===== config.mk =====
export PLATFORM = sky130hd
export DESIGN_NAME = cmp_result_tracker
export DESIGN_NICKNAME = d
export VERILOG_FILES = /design/src/rtl/cmp_result_tracker.sv
export SDC_FILE = /design/constraint.sdc
export NUM_CORES = 1
export LEC_CHECK = 0
export CORE_UTILIZATION = 45
export DETAILED_ROUTE_END_ITERATION = 6
export GPL_ROUTABILITY_DRIVEN = 0
export PLACE_DENSITY = 0.8
export SLEW_MARGIN = 20
export SYNTH_ARGS = -nofsm -noshare
export SYNTH_HDL_FRONTEND = slang
export SYNTH_SLANG_ARGS = --single-unit

===== constraint.sdc =====
create_clock -name clk -period 5.9 [get_ports clk]
set_clock_uncertainty 0.15 [all_clocks]
set_input_delay 1.18 -clock clk [delete_from_list [all_inputs] [get_ports clk]]
set_output_delay 1.18 -clock clk [all_outputs]
set_load 0.02 [all_outputs]

===== src/rtl/cmp_result_tracker.sv =====
// cmp_result_tracker: samples the lower/equal/greater flags of an upstream
// magnitude comparator, keeps saturating per-class counters and the length
// of the current run of identical results, and drives a hysteretic alarm
// FSM that trips on a sustained run of "greater" results.
//
// Handshake: in_valid is a one-cycle strobe with no backpressure; the flags
// are sampled on the rising edge where in_valid=1, and every output reflects
// that sample one cycle later. A strobe whose flags are not one-hot is
// recorded in onehot_err and breaks the current run instead of being counted.
module cmp_result_tracker #(
    parameter int CNT_W     = 8,
    parameter int RUN_LIMIT = 3
) (
    input  logic             clk,
    input  logic             rst_n,
    input  logic             clear,
    input  logic             in_valid,
    input  logic             lower,
    input  logic             equal,
    input  logic             greater,
    output logic [CNT_W-1:0] lower_cnt,
    output logic [CNT_W-1:0] equal_cnt,
    output logic [CNT_W-1:0] greater_cnt,
    output logic [CNT_W-1:0] run_len,
    output logic             alarm,
    output logic             onehot_err,
    output logic [1:0]       state
);

    typedef enum logic [1:0] {
        S_IDLE  = 2'd0,
        S_TRACK = 2'd1,
        S_ALARM = 2'd2,
        S_BAD   = 2'd3
    } state_t;

    // Class of the most recent valid sample; C_NONE means no run in progress.
    typedef enum logic [1:0] {
        C_NONE = 2'd0,
        C_LOW  = 2'd1,
        C_EQ   = 2'd2,
        C_GT   = 2'd3
    } cls_t;

    localparam logic [CNT_W-1:0] CNT_MAX = '1;
    localparam logic [CNT_W-1:0] ONE     = CNT_W'(1);
    localparam logic [CNT_W-1:0] LIMIT   = CNT_W'(RUN_LIMIT);

    state_t           state_q, state_d;
    cls_t             cls_q, cls_d, cls_in;
    logic [CNT_W-1:0] lower_cnt_q, lower_cnt_d;
    logic [CNT_W-1:0] equal_cnt_q, equal_cnt_d;
    logic [CNT_W-1:0] greater_cnt_q, greater_cnt_d;
    logic [CNT_W-1:0] run_len_q, run_len_d;
    logic [CNT_W-1:0] quiet_q, quiet_d;
    logic             err_q, err_d;
    logic             alarm_q;
    logic             onehot;
    logic             sample_ok;
    logic             sample_bad;

    // Classify the incoming flags and split strobes into good / bad samples.
    always_comb begin
        onehot     = ({lower, equal, greater} == 3'b100) ||
                     ({lower, equal, greater} == 3'b010) ||
                     ({lower, equal, greater} == 3'b001);
        sample_ok  = in_valid && onehot;
        sample_bad = in_valid && !onehot;
        cls_in     = C_NONE;
        if (lower)        cls_in = C_LOW;
        else if (equal)   cls_in = C_EQ;
        else if (greater) cls_in = C_GT;
    end

    // Counters, run length, stored class and sticky error update.
    always_comb begin
        lower_cnt_d   = lower_cnt_q;
        equal_cnt_d   = equal_cnt_q;
        greater_cnt_d = greater_cnt_q;
        run_len_d     = run_len_q;
        cls_d         = cls_q;
        err_d         = err_q;
        if (sample_ok) begin
            if (lower   && lower_cnt_q   != CNT_MAX) lower_cnt_d   = lower_cnt_q + ONE;
            if (equal   && equal_cnt_q   != CNT_MAX) equal_cnt_d   = equal_cnt_q + ONE;
            if (greater && greater_cnt_q != CNT_MAX) greater_cnt_d = greater_cnt_q + ONE;
            if (cls_in == cls_q) begin
                if (run_len_q != CNT_MAX) run_len_d = run_len_q + ONE;
            end else begin
                run_len_d = ONE;
                cls_d     = cls_in;
            end
        end else if (sample_bad) begin
            err_d     = 1'b1;
            run_len_d = '0;
            cls_d     = C_NONE;
        end
    end

    // Alarm FSM next state; run_len_d is the run length including this sample.
    always_comb begin
        state_d = state_q;
        quiet_d = quiet_q;
        case (state_q)
            S_IDLE: begin
                if (sample_ok) begin
                    if (greater && run_len_d >= LIMIT) state_d = S_ALARM;
                    else                               state_d = S_TRACK;
                end
            end
            S_TRACK: begin
                if (sample_ok && greater && run_len_d >= LIMIT) state_d = S_ALARM;
            end
            S_ALARM: begin
                if (sample_bad) begin
                    quiet_d = '0;
                end else if (sample_ok) begin
                    if (greater) begin
                        quiet_d = '0;
                    end else if (quiet_q + ONE >= LIMIT) begin
                        state_d = S_TRACK;
                        quiet_d = '0;
                    end else begin
                        quiet_d = quiet_q + ONE;
                    end
                end
            end
            default: begin
                state_d = S_IDLE;
                quiet_d = '0;
            end
        endcase
    end

    // State registers; reset has priority over clear, clear over samples.
    always_ff @(posedge clk) begin
        if (!rst_n || clear) begin
            state_q       <= S_IDLE;
            cls_q         <= C_NONE;
            lower_cnt_q   <= '0;
            equal_cnt_q   <= '0;
            greater_cnt_q <= '0;
            run_len_q     <= '0;
            quiet_q       <= '0;
            err_q         <= 1'b0;
            alarm_q       <= 1'b0;
        end else begin
            state_q       <= state_d;
            cls_q         <= cls_d;
            lower_cnt_q   <= lower_cnt_d;
            equal_cnt_q   <= equal_cnt_d;
            greater_cnt_q <= greater_cnt_d;
            run_len_q     <= run_len_d;
            quiet_q       <= quiet_d;
            err_q         <= err_d;
            alarm_q       <= (state_d == S_ALARM);
        end
    end

    assign lower_cnt   = lower_cnt_q;
    assign equal_cnt   = equal_cnt_q;
    assign greater_cnt = greater_cnt_q;
    assign run_len     = run_len_q;
    assign alarm       = alarm_q;
    assign onehot_err  = err_q;
    assign state       = state_q;

endmodule


* Word level (Yosys, flattened, before mapping)
Index checks and enable logic that the tools add are counted.
** Storage, ports and cells
- Output and inout bits :: 36
- Input bits :: 7
- Register bits after elaboration :: 46
** Cells by class
- Add/subtract/negate cells :: 5
- Equal/unequal tests :: 13
- $lt $le $gt $ge :: 2
- Bitwise gates (word level) :: 2
- Muxes and demuxes :: 23
- Reduce and logical (&&, ||, !) cells :: 22
** Operators by type and width (number)
- $mux W8 :: 8
- $add A8 B1 Y8 const B :: 5
- $ne A8 B8 Y1 const B :: 4
- $mux W2 :: 13
- $ge A8 B2 Y1 const B :: 2
- $pmux W8 S2 :: 1
- $reduce_and A2 Y1 :: 6
- $logic_and A1 B1 Y1 :: 8
- $pmux W2 S3 :: 1
- $eq A2 B2 Y1 const B :: 2
- $eq A3 B1 Y1 const B :: 1
- $eq A3 B2 Y1 const B :: 1
- $eq A3 B3 Y1 const B :: 1
- $logic_or A1 B1 Y1 :: 3
- $ne A3 B3 Y1 const B :: 1
- $eq A2 B1 Y1 const B :: 1
- $eq A2 B2 Y1 :: 1
- $logic_not A1 Y1 :: 2
- $logic_not A2 Y1 :: 1
- $ne A2 B2 Y1 const B :: 1
- $not A1 Y1 :: 2
- $reduce_bool A2 Y1 :: 1
- $reduce_or A2 Y1 :: 1

* Depth between registers and ports, before layout
Gate-level depths: netlist of run 1.
- Word-level depth :: 13
- Mapped depth :: 7

* Worst setup path before layout of run 1
OpenSTA, ideal clock, no wires.
- Path kind :: in2reg
- From :: in equal
- To :: reg alarm_q, in the netlist alarm
- Arrival :: 2459 ps
- Data required time :: 5625 ps
- Setup slack :: 3166 ps
- Buffers on the path :: 1
- Cell stages on the path :: 7
- Cell sequence :: buf_2 -> xor2_1 -> o211ai_1 -> o31ai_1 -> a22oi_1 -> o22a_1 -> nand3_1
** Between the ends
- Word-level cells in the longest chain between the ends :: 13
** RTL lines
- from (decl) :: line 19 : input logic equal,
- $eq A3 B3 Y1 / $eq A3 B2 Y1 (equally long branches) :: line 64, 65
- $logic_or A1 B1 Y1 :: line 64 : onehot = ({lower, equal, greater} == 3'b100) ||
- $logic_or A1 B1 Y1 :: line 65 : ({lower, equal, greater} == 3'b010) ||
- $logic_not A1 Y1 :: line 68 : sample_bad = in_valid && !onehot;
- $logic_and A1 B1 Y1 :: line 68
- $mux W8 :: line 93 : end else if (sample_bad) begin
- $mux W8 :: line 83 : if (sample_ok) begin
- $ge A8 B2 Y1 :: line 107, 112
- $logic_and A1 B1 Y1 :: line 107 : if (greater && run_len_d >= LIMIT) state_d = S_ALARM;
- $mux W2 :: line 107
- $mux W2 :: line 106 : if (sample_ok) begin
- $pmux W2 S3 * :: line 104 : case (state_q)
- $eq A2 B2 Y1 * :: line 156 : alarm_q <= (state_d == S_ALARM);
- to (signal assigned) :: line 156
- to (decl) :: line 57 : logic alarm_q;
Every way passes the cells marked *; elsewhere a longest branch is shown, timed or not.
A chain may end at the register's enable or synchronous reset.

* Worst setup path after layout of run 1
- From :: in lower
- To :: reg state_q[0], in the netlist state[0]
** Between the ends
- Word-level cells in the longest chain between the ends :: 12
** RTL lines
- from (decl) :: line 18 : input logic lower,
- $eq A3 B3 Y1 / $eq A3 B2 Y1 (equally long branches) :: line 64, 65
- $logic_or A1 B1 Y1 :: line 64
- $logic_or A1 B1 Y1 :: line 65
- $logic_not A1 Y1 :: line 68
- $logic_and A1 B1 Y1 :: line 68
- $mux W8 :: line 93
- $mux W8 :: line 83
- $ge A8 B2 Y1 :: line 107, 112
- $logic_and A1 B1 Y1 :: line 107
- $mux W2 :: line 107
- $mux W2 :: line 106
- $pmux W2 S3 * :: line 104
- to (signal assigned) :: line 148 : state_q <= state_d;
- to (decl) :: line 49 : state_t state_q, state_d;
Marked as above.

==> results.rst, run 1 <==
.. list-table::
   :header-rows: 1

   * - Metric
     - Value
   * - Final-stage net count
     - 327
   * - Post-synthesis adder-cell area fraction
     - 3.209%
   * - Maximum single-stage delay on the critical path
     - 0.73 ns
   * - Standard cell with the maximum stage delay on the critical path
     - clkdlybuf4s50_1
   * - Setup repair after global routing missed its margin
     - false
   * - Largest cells by area after synthesis
     - dfxtp_1 39%, xor2_1 6.7%, nor2_1 6.1%, and3_1 3.5%, xnor2_1 3.4%
   * - Clk_lat worst skew
     - 0.29 ns
   * - DR vias
     - 2098
   * - Top cell type's share of synthesized area
     - 39.36%
   * - Top cell family by delay on the critical path
     - simple AND/OR/NAND/NOR gates
   * - Via count of the first global-routing pass
     - 1851
   * - Number of H-tree levels
     - 2
   * - IO buf count
     - 42
   * - Slew Limit Fails
     - 0
   * - Final core area utilization
     - 59.61%
   * - Compound-cell area share of the yosys netlist
     - 14.81%
   * - Power after layout
     - 0.5335 mW
   * - Rel. slew slack
     - 49.85%
   * - Total number of clock tree sinks
     - 46
   * - Post-synthesis xor/xnor area fraction
     - 10.11%
   * - Fraction of layout cells with a size suffix above 1
     - 4.777%
   * - Standard-cell row count
     - 25
   * - Period Utilization, post-route
     - 56.33%
   * - Number of gates resized after cts
     - 0
   * - Largest family of logic cells by synthesized area
     - simple AND/OR/NAND/NOR gates
   * - Post-route setup slack
     - 2.576 ns
   * - Final setup vio count
     - 0
   * - First-pass GRT wire length
     - 8.059 mm
   * - Maxcap violations
     - 0
   * - CP Max Fanout
     - 14
   * - WP buf/inv
     - 1
   * - Detail Placement HPWL
     - 3.446 mm
   * - Setup Buffers After CTS
     - 0
   * - Proportion of synthesized chip area in sequential cells
     - 39.36%
   * - Total Negative Setup Slacks
     - 0 ns
   * - Most area-hungry cell type in the Yosys netlist
     - dfxtp_1
   * - Result of the run
     - finished clean
   * - Die area
     - 5492 um^2
   * - Routed wire length
     - 4.945 mm
   * - Average wire per cell in the routed design
     - 12.98 um
   * - Gate count of the mapped netlist
     - 272
   * - Layout filler cell count
     - 439
   * - Residual antenna-violating net count after detailed routing
     - 0
   * - Die span in y
     - 74.11 um
   * - Distinct cell type count after synthesis
     - 49
   * - Count of inserted antenna diode cells
     - 0
   * - Type of element launching the critical path
     - primary input
   * - Detailed-route DRC error count
     - 0
   * - Area added between synthesis and finish
     - 23.53%
   * - Post-DR vias/cell
     - 5.507
   * - Count of hold-fix buffers inserted at cts
     - 0
   * - Drt initial violations
     - 169
   * - Max frequency
     - 300.9 MHz
   * - Clock tree from TritonCTS
     - built
   * - Pwr per Cell Area
     - 184.6 nW/um^2
   * - Kind of end point of the critical path
     - flip-flop
   * - Min Clock Period, post-route
     - 3.324 ns
   * - Area fraction in and, or, nand and nor cells after synthesis
     - 27.81%
   * - Share of synthesized flip-flops with an asynchronous set or reset
     - 0%
   * - Final hold violation count
     - 0
   * - Effective utilization at floorplan
     - 48.26%
   * - Maximum number of buffers from clock root to sink
     - 2
   * - Number of antenna violations at the first check in global routing
     - 0
   * - Avg Cell Area, Syn
     - 8.602 um^2
   * - Count of placed standard cells including taps
     - 374
   * - Required @ worst endpoint
     - 5.94 ns
   * - Ys Warns
     - 0
   * - Most frequently used cell type in the post-synthesis netlist
     - dfxtp_1
   * - CP cell instances
     - clkdlybuf4s50_1, or3b_1, a21oi_2, nor2_1, or2_1, o21a_1, a22o_1
   * - Critical path arrival
     - 3.36 ns
   * - Mapped Nets
     - 285
   * - Number of optimization iterations in the first detailed-route pass
     - 5
   * - Kind of critical path
     - primary input to flip-flop
   * - Post-Place Cell Area
     - 2811 um^2
   * - Non-filler instance count after layout
     - 381
   * - Mux cell area share after synthesis
     - 1.711%
   * - List of most frequent post-synthesis cells
     - 46 x dfxtp_1, 38 x nor2_1, 18 x xor2_1
   * - Path type of the worst min-delay path
     - flip-flop to flip-flop
   * - Cell area after layout
     - 2890 um^2
   * - Aggregate global routing overflow
     - 0
   * - Pin count of the biggest net entering global routing
     - 42
   * - Worst-Margin Slew
     - 0.7443 ns
   * - Main synth FF type
     - dfxtp_1
   * - Post-synthesis cell area
     - 2340 um^2
   * - Global-route total usage across every layer
     - 18.38%
   * - Io pins
     - 43
   * - Count of flip-flops with a built-in enable after synthesis
     - 0
   * - Core footprint
     - 4848 um^2
   * - Number of storage elements in the synthesis netlist
     - 46
   * - Number of buffers inserted during clock tree synthesis
     - 5
   * - Root buffer selected by CTS
     - clkbuf_8
   * - Chip Width
     - 74.11 um
   * - Post-placement setup slack
     - 2.273 ns
   * - Post-Route Hold Slack
     - 0.3402 ns
   * - Total leakage power
     - 1.045 nW
   * - Largest vdd supply drop
     - 145.2 uV
   * - Clk slew on worst S/H paths
     - 0.08 ns
## worst paths after layout
| path | to | slack, ns | start | cells after the start |
|---|---|---|---|---|
| setup / recovery | state[0] | 2.58 | lower | 7 |
| hold / removal | onehot_err | 0.34 | onehot_err | 2 |
| setup reg to reg | state[0] | 3.54 | quiet_q[0] | 7 |
| hold reg to reg | onehot_err | 0.34 | onehot_err | 2 |
## cell families (layout without fill, tap and decap cells)
logic type,after synthesis,in the layout
flip-flops,46,46
buffers and inverters,16,58
AO/OA/AOI/OAI,50,50
adder cells (fa/ha/maj),6,6
AND/OR/NAND/NOR,123,123
XOR/XNOR,27,27
multiplexers,4,4
## layout make-up
class	instances	area, um^2	area share (%)
multi-input cells	210	1349	46.67
clock buffers	5	68.82	2.381
repair buffers	43	427.9	14.81
well taps	67	83.83	2.900
clock inverters	2	10.01	0.3463
inverters	8	30.03	1.039
flip-flops and latches	46	920.9	31.86
## worst min-delay path, delay by kind of cell, from the launching register on
family | cells | cell delay [ns]
AO/OA/AOI/OAI | 1 | 0.04
flip-flops | 1 | 0.34
AND/OR/NAND/NOR | 1 | 0.07
## layer usage
metal | share of wire (%) | global-route usage (%)
met2 | 46 | 31.01
met1 | 49 | 24.35
met4 | 0.69 | 4.060
met3 | 5.0 | 3.523
met5 | 0 | 0
## placed cells by master, fill, tap and decap left out, types with 10 or more instances in the layout
cell type,count
nand4_1,11
nor3_1,10
xor2_1,18
and3_1,13
dfxtp_1,46
nand2_1,13
clkdlybuf4s50_1,42
o21ai_0,10
nor2_1,38
nand3_1,10
## sequential cells by signal, indices dropped and copies added (netlist names)
name	cells
alarm	1
cls_q	2
equal_cnt	8
greater_cnt	8
lower_cnt	8
onehot_err	1
quiet_q	8
run_len	8
state	2
## power breakdown
part | switching (mW) | internal (mW)
clock network | 0.102 | 0.0797
registers | 0.00218 | 0.312
logic | 0.0224 | 0.0154
Power figures use the tool's default switching activity.
==> run 2, diff against run 1 <==
--- a/config.mk
+++ b/config.mk
@@ -8,7 +8,7 @@
 export CORE_UTILIZATION = 45
 export DETAILED_ROUTE_END_ITERATION = 6
 export GPL_ROUTABILITY_DRIVEN = 0
-export PLACE_DENSITY = 0.8
+export PLACE_DENSITY = 0.83
 export SLEW_MARGIN = 20
 export SYNTH_ARGS = -nofsm -noshare
 export SYNTH_HDL_FRONTEND = slang
==> constraint.sdc (replaced) <==
create_clock -name clk -period 2.7 [get_ports clk]
set_clock_uncertainty 0.15 [all_clocks]
set_input_delay 0.54 -clock clk [delete_from_list [all_inputs] [get_ports clk]]
set_output_delay 0.54 -clock clk [all_outputs]
set_load 0.02 [all_outputs]
==> run 2 against run 1 <==
  * Clock power up 120%
  * Register-to-register slack got worse by 3.2 ns
  * Sequential power rose by 120%
  * Hold slack got worse by 0.014 ns
  * Combinational power rose to 2.5 times the previous value
  * Count of clock-buffer cells in the layout up 1
  * Global-route usage grew 0.69 points
  * Final cell count up 3.1%
  * Sequential share of layout area is 1.1 points lower
  * Power up 120%
  * Die area is the same
  * Via count rose by 2.8%
==> results.rst, run 2 (synthesis gave the netlist of run 1 again) <==
.. list-table::
   :header-rows: 1

   * - Metric
     - Value
   * - Result of the run
     - finished clean
   * - Setup Buffers After CTS
     - 0
   * - Die area
     - 5492 um^2
   * - Count of placed standard cells including taps
     - 386
   * - Slew Limit Fails
     - 0
   * - Pwr per Cell Area
     - 395.2 nW/um^2
   * - Pin count of the biggest net entering global routing
     - 41
   * - Number of antenna violations at the first check in global routing
     - 0
   * - Number of gates resized after cts
     - 0
   * - Max frequency
     - 418.1 MHz
   * - Required @ worst endpoint
     - 2.74 ns
   * - Number of optimization iterations in the first detailed-route pass
     - 4
   * - Average wire per cell in the routed design
     - 12.85 um
   * - Routed wire length
     - 5.050 mm
   * - Residual antenna-violating net count after detailed routing
     - 0
   * - Clk slew on worst S/H paths
     - 0.08 ns
   * - Area added between synthesis and finish
     - 27.97%
   * - Commonest cells after routing, fill and taps aside
     - 46 x dfxtp_1, 42 x clkdlybuf4s50_1, 38 x nor2_1
   * - Root buffer selected by CTS
     - clkbuf_8
   * - Kind of critical path
     - primary input to flip-flop
   * - Worst-Margin Slew
     - 0.5922 ns
   * - Post-DR vias/cell
     - 5.489
   * - Layout filler cell count
     - 426
   * - CP Max Fanout
     - 9
   * - Number of buffers inserted during clock tree synthesis
     - 5
   * - Clock tree from TritonCTS
     - built
   * - Post-Route Hold Slack
     - 0.3257 ns
   * - Path type of the worst min-delay path
     - flip-flop to flip-flop
   * - Kind of end point of the critical path
     - flip-flop
   * - IO buf count
     - 42
   * - Beginning of the worst register-to-register path
     - quiet_q[0]
   * - Fraction of layout cells with a size suffix above 1
     - 7.975%
   * - First-pass GRT wire length
     - 8.107 mm
   * - Number of H-tree levels
     - 2
   * - Min-Delay Startpoint
     - onehot_err
   * - Final core area utilization
     - 61.75%
   * - Core footprint
     - 4848 um^2
   * - Final hold violation count
     - 0
   * - DR vias
     - 2157
   * - Min Clock Period, post-route
     - 2.392 ns
   * - Non-filler instance count after layout
     - 393
   * - Most common library cell in the layout ignoring fill and taps
     - dfxtp_1
   * - Aggregate global routing overflow
     - 0
   * - Maxcap violations
     - 0
   * - Rel. slew slack
     - 60.34%
   * - Start point of the critical path
     - equal
   * - Largest vdd supply drop
     - 332.7 uV
   * - Total number of clock tree sinks
     - 46
   * - Clk_lat worst skew
     - 0.30 ns
   * - Chip Width
     - 74.11 um
   * - Effective utilization at floorplan
     - 48.26%
   * - Count of hold-fix buffers inserted at cts
     - 0
   * - Via count of the first global-routing pass
     - 1882
   * - Global-route total usage across every layer
     - 19.07%
   * - Die span in y
     - 74.11 um
   * - Count of inserted antenna diode cells
     - 0
   * - Total leakage power
     - 1.100 nW
   * - Drt initial violations
     - 136
   * - Final setup vio count
     - 0
   * - Standard-cell row count
     - 25
   * - Detailed-route DRC error count
     - 0
   * - Maximum number of buffers from clock root to sink
     - 2
   * - Type of element launching the critical path
     - primary input
   * - Final-stage net count
     - 339
   * - Critical path arrival
     - 2.43 ns
   * - Period Utilization, post-route
     - 88.58%
   * - Io pins
     - 43
   * - Setup repair after global routing missed its margin
     - false
   * - Detail Placement HPWL
     - 3.639 mm
==> run 2: power breakdown <==
group	internal [mW]	leakage (nW)	switching, mW
Clock	0.178	0.0373	0.223
Combinational	0.0440	0.692	0.0514
Sequential	0.682	0.371	0.00490
Total	0.904	1.10	0.280
==> run 2: cell type report <==
type / instances / area (um^2) / area share [%]
inverters: 8 / 30.03 / 1.003
repair buffers: 55 / 530.5 / 17.72
multi-input cells: 210 / 1349 / 45.05
flip-flops and latches: 46 / 920.9 / 30.76
well taps: 67 / 83.83 / 2.800
clock inverters: 1 / 7.507 / 0.2507
clock buffers: 6 / 72.57 / 2.424
==> run 2: final timing paths <==
kind              slack [ns]  depth (start not counted)          to
setup / recovery        0.31                          8       alarm
hold / removal          0.33                          2  onehot_err
setup reg to reg        0.36                          7    state[0]
hold reg to reg         0.33                          2  onehot_err
==> run 2: metal layers <==
| layer | up-vias | track usage [%] | share of wire, % |
|---|---|---|---|
| met4 | 0 | 8.761 | 1.6 |
| met3 | 8 | 5.149 | 5.6 |
| met1 | 995 | 23.85 | 47 |
| met5 | - | 0 | 0 |
| met2 | 61 | 30.61 | 46 |
| li1 | 1093 | - | - |
==> run 2: metrics by stage <==
stage / worst slack (ns) / total power, mW / setup TNS [ns] / area, um^2
floorplan: 0.4669 / 0.7585 / 0 / 2340
global placement: 0.03578 / 0.7961 / 0 / 2914
detailed placement: -0.003449 / 0.7980 / -0.003449 / 2914
CTS: 0.3120 / 1.191 / 0 / 2994
global route: 0.1760 / 1.230 / 0 / 2994
finish: 0.3084 / 1.183 / 0 / 2994
==> run 2: worst max-delay path: stages <==
cell,delay [ns]
clkdlybuf4s50_1,0.47
buf_4,0.20
or3_1,0.34
a211oi_1,0.20
o22ai_1,0.12
a22oi_1,0.29
o22a_1,0.19
nand3_1,0.08
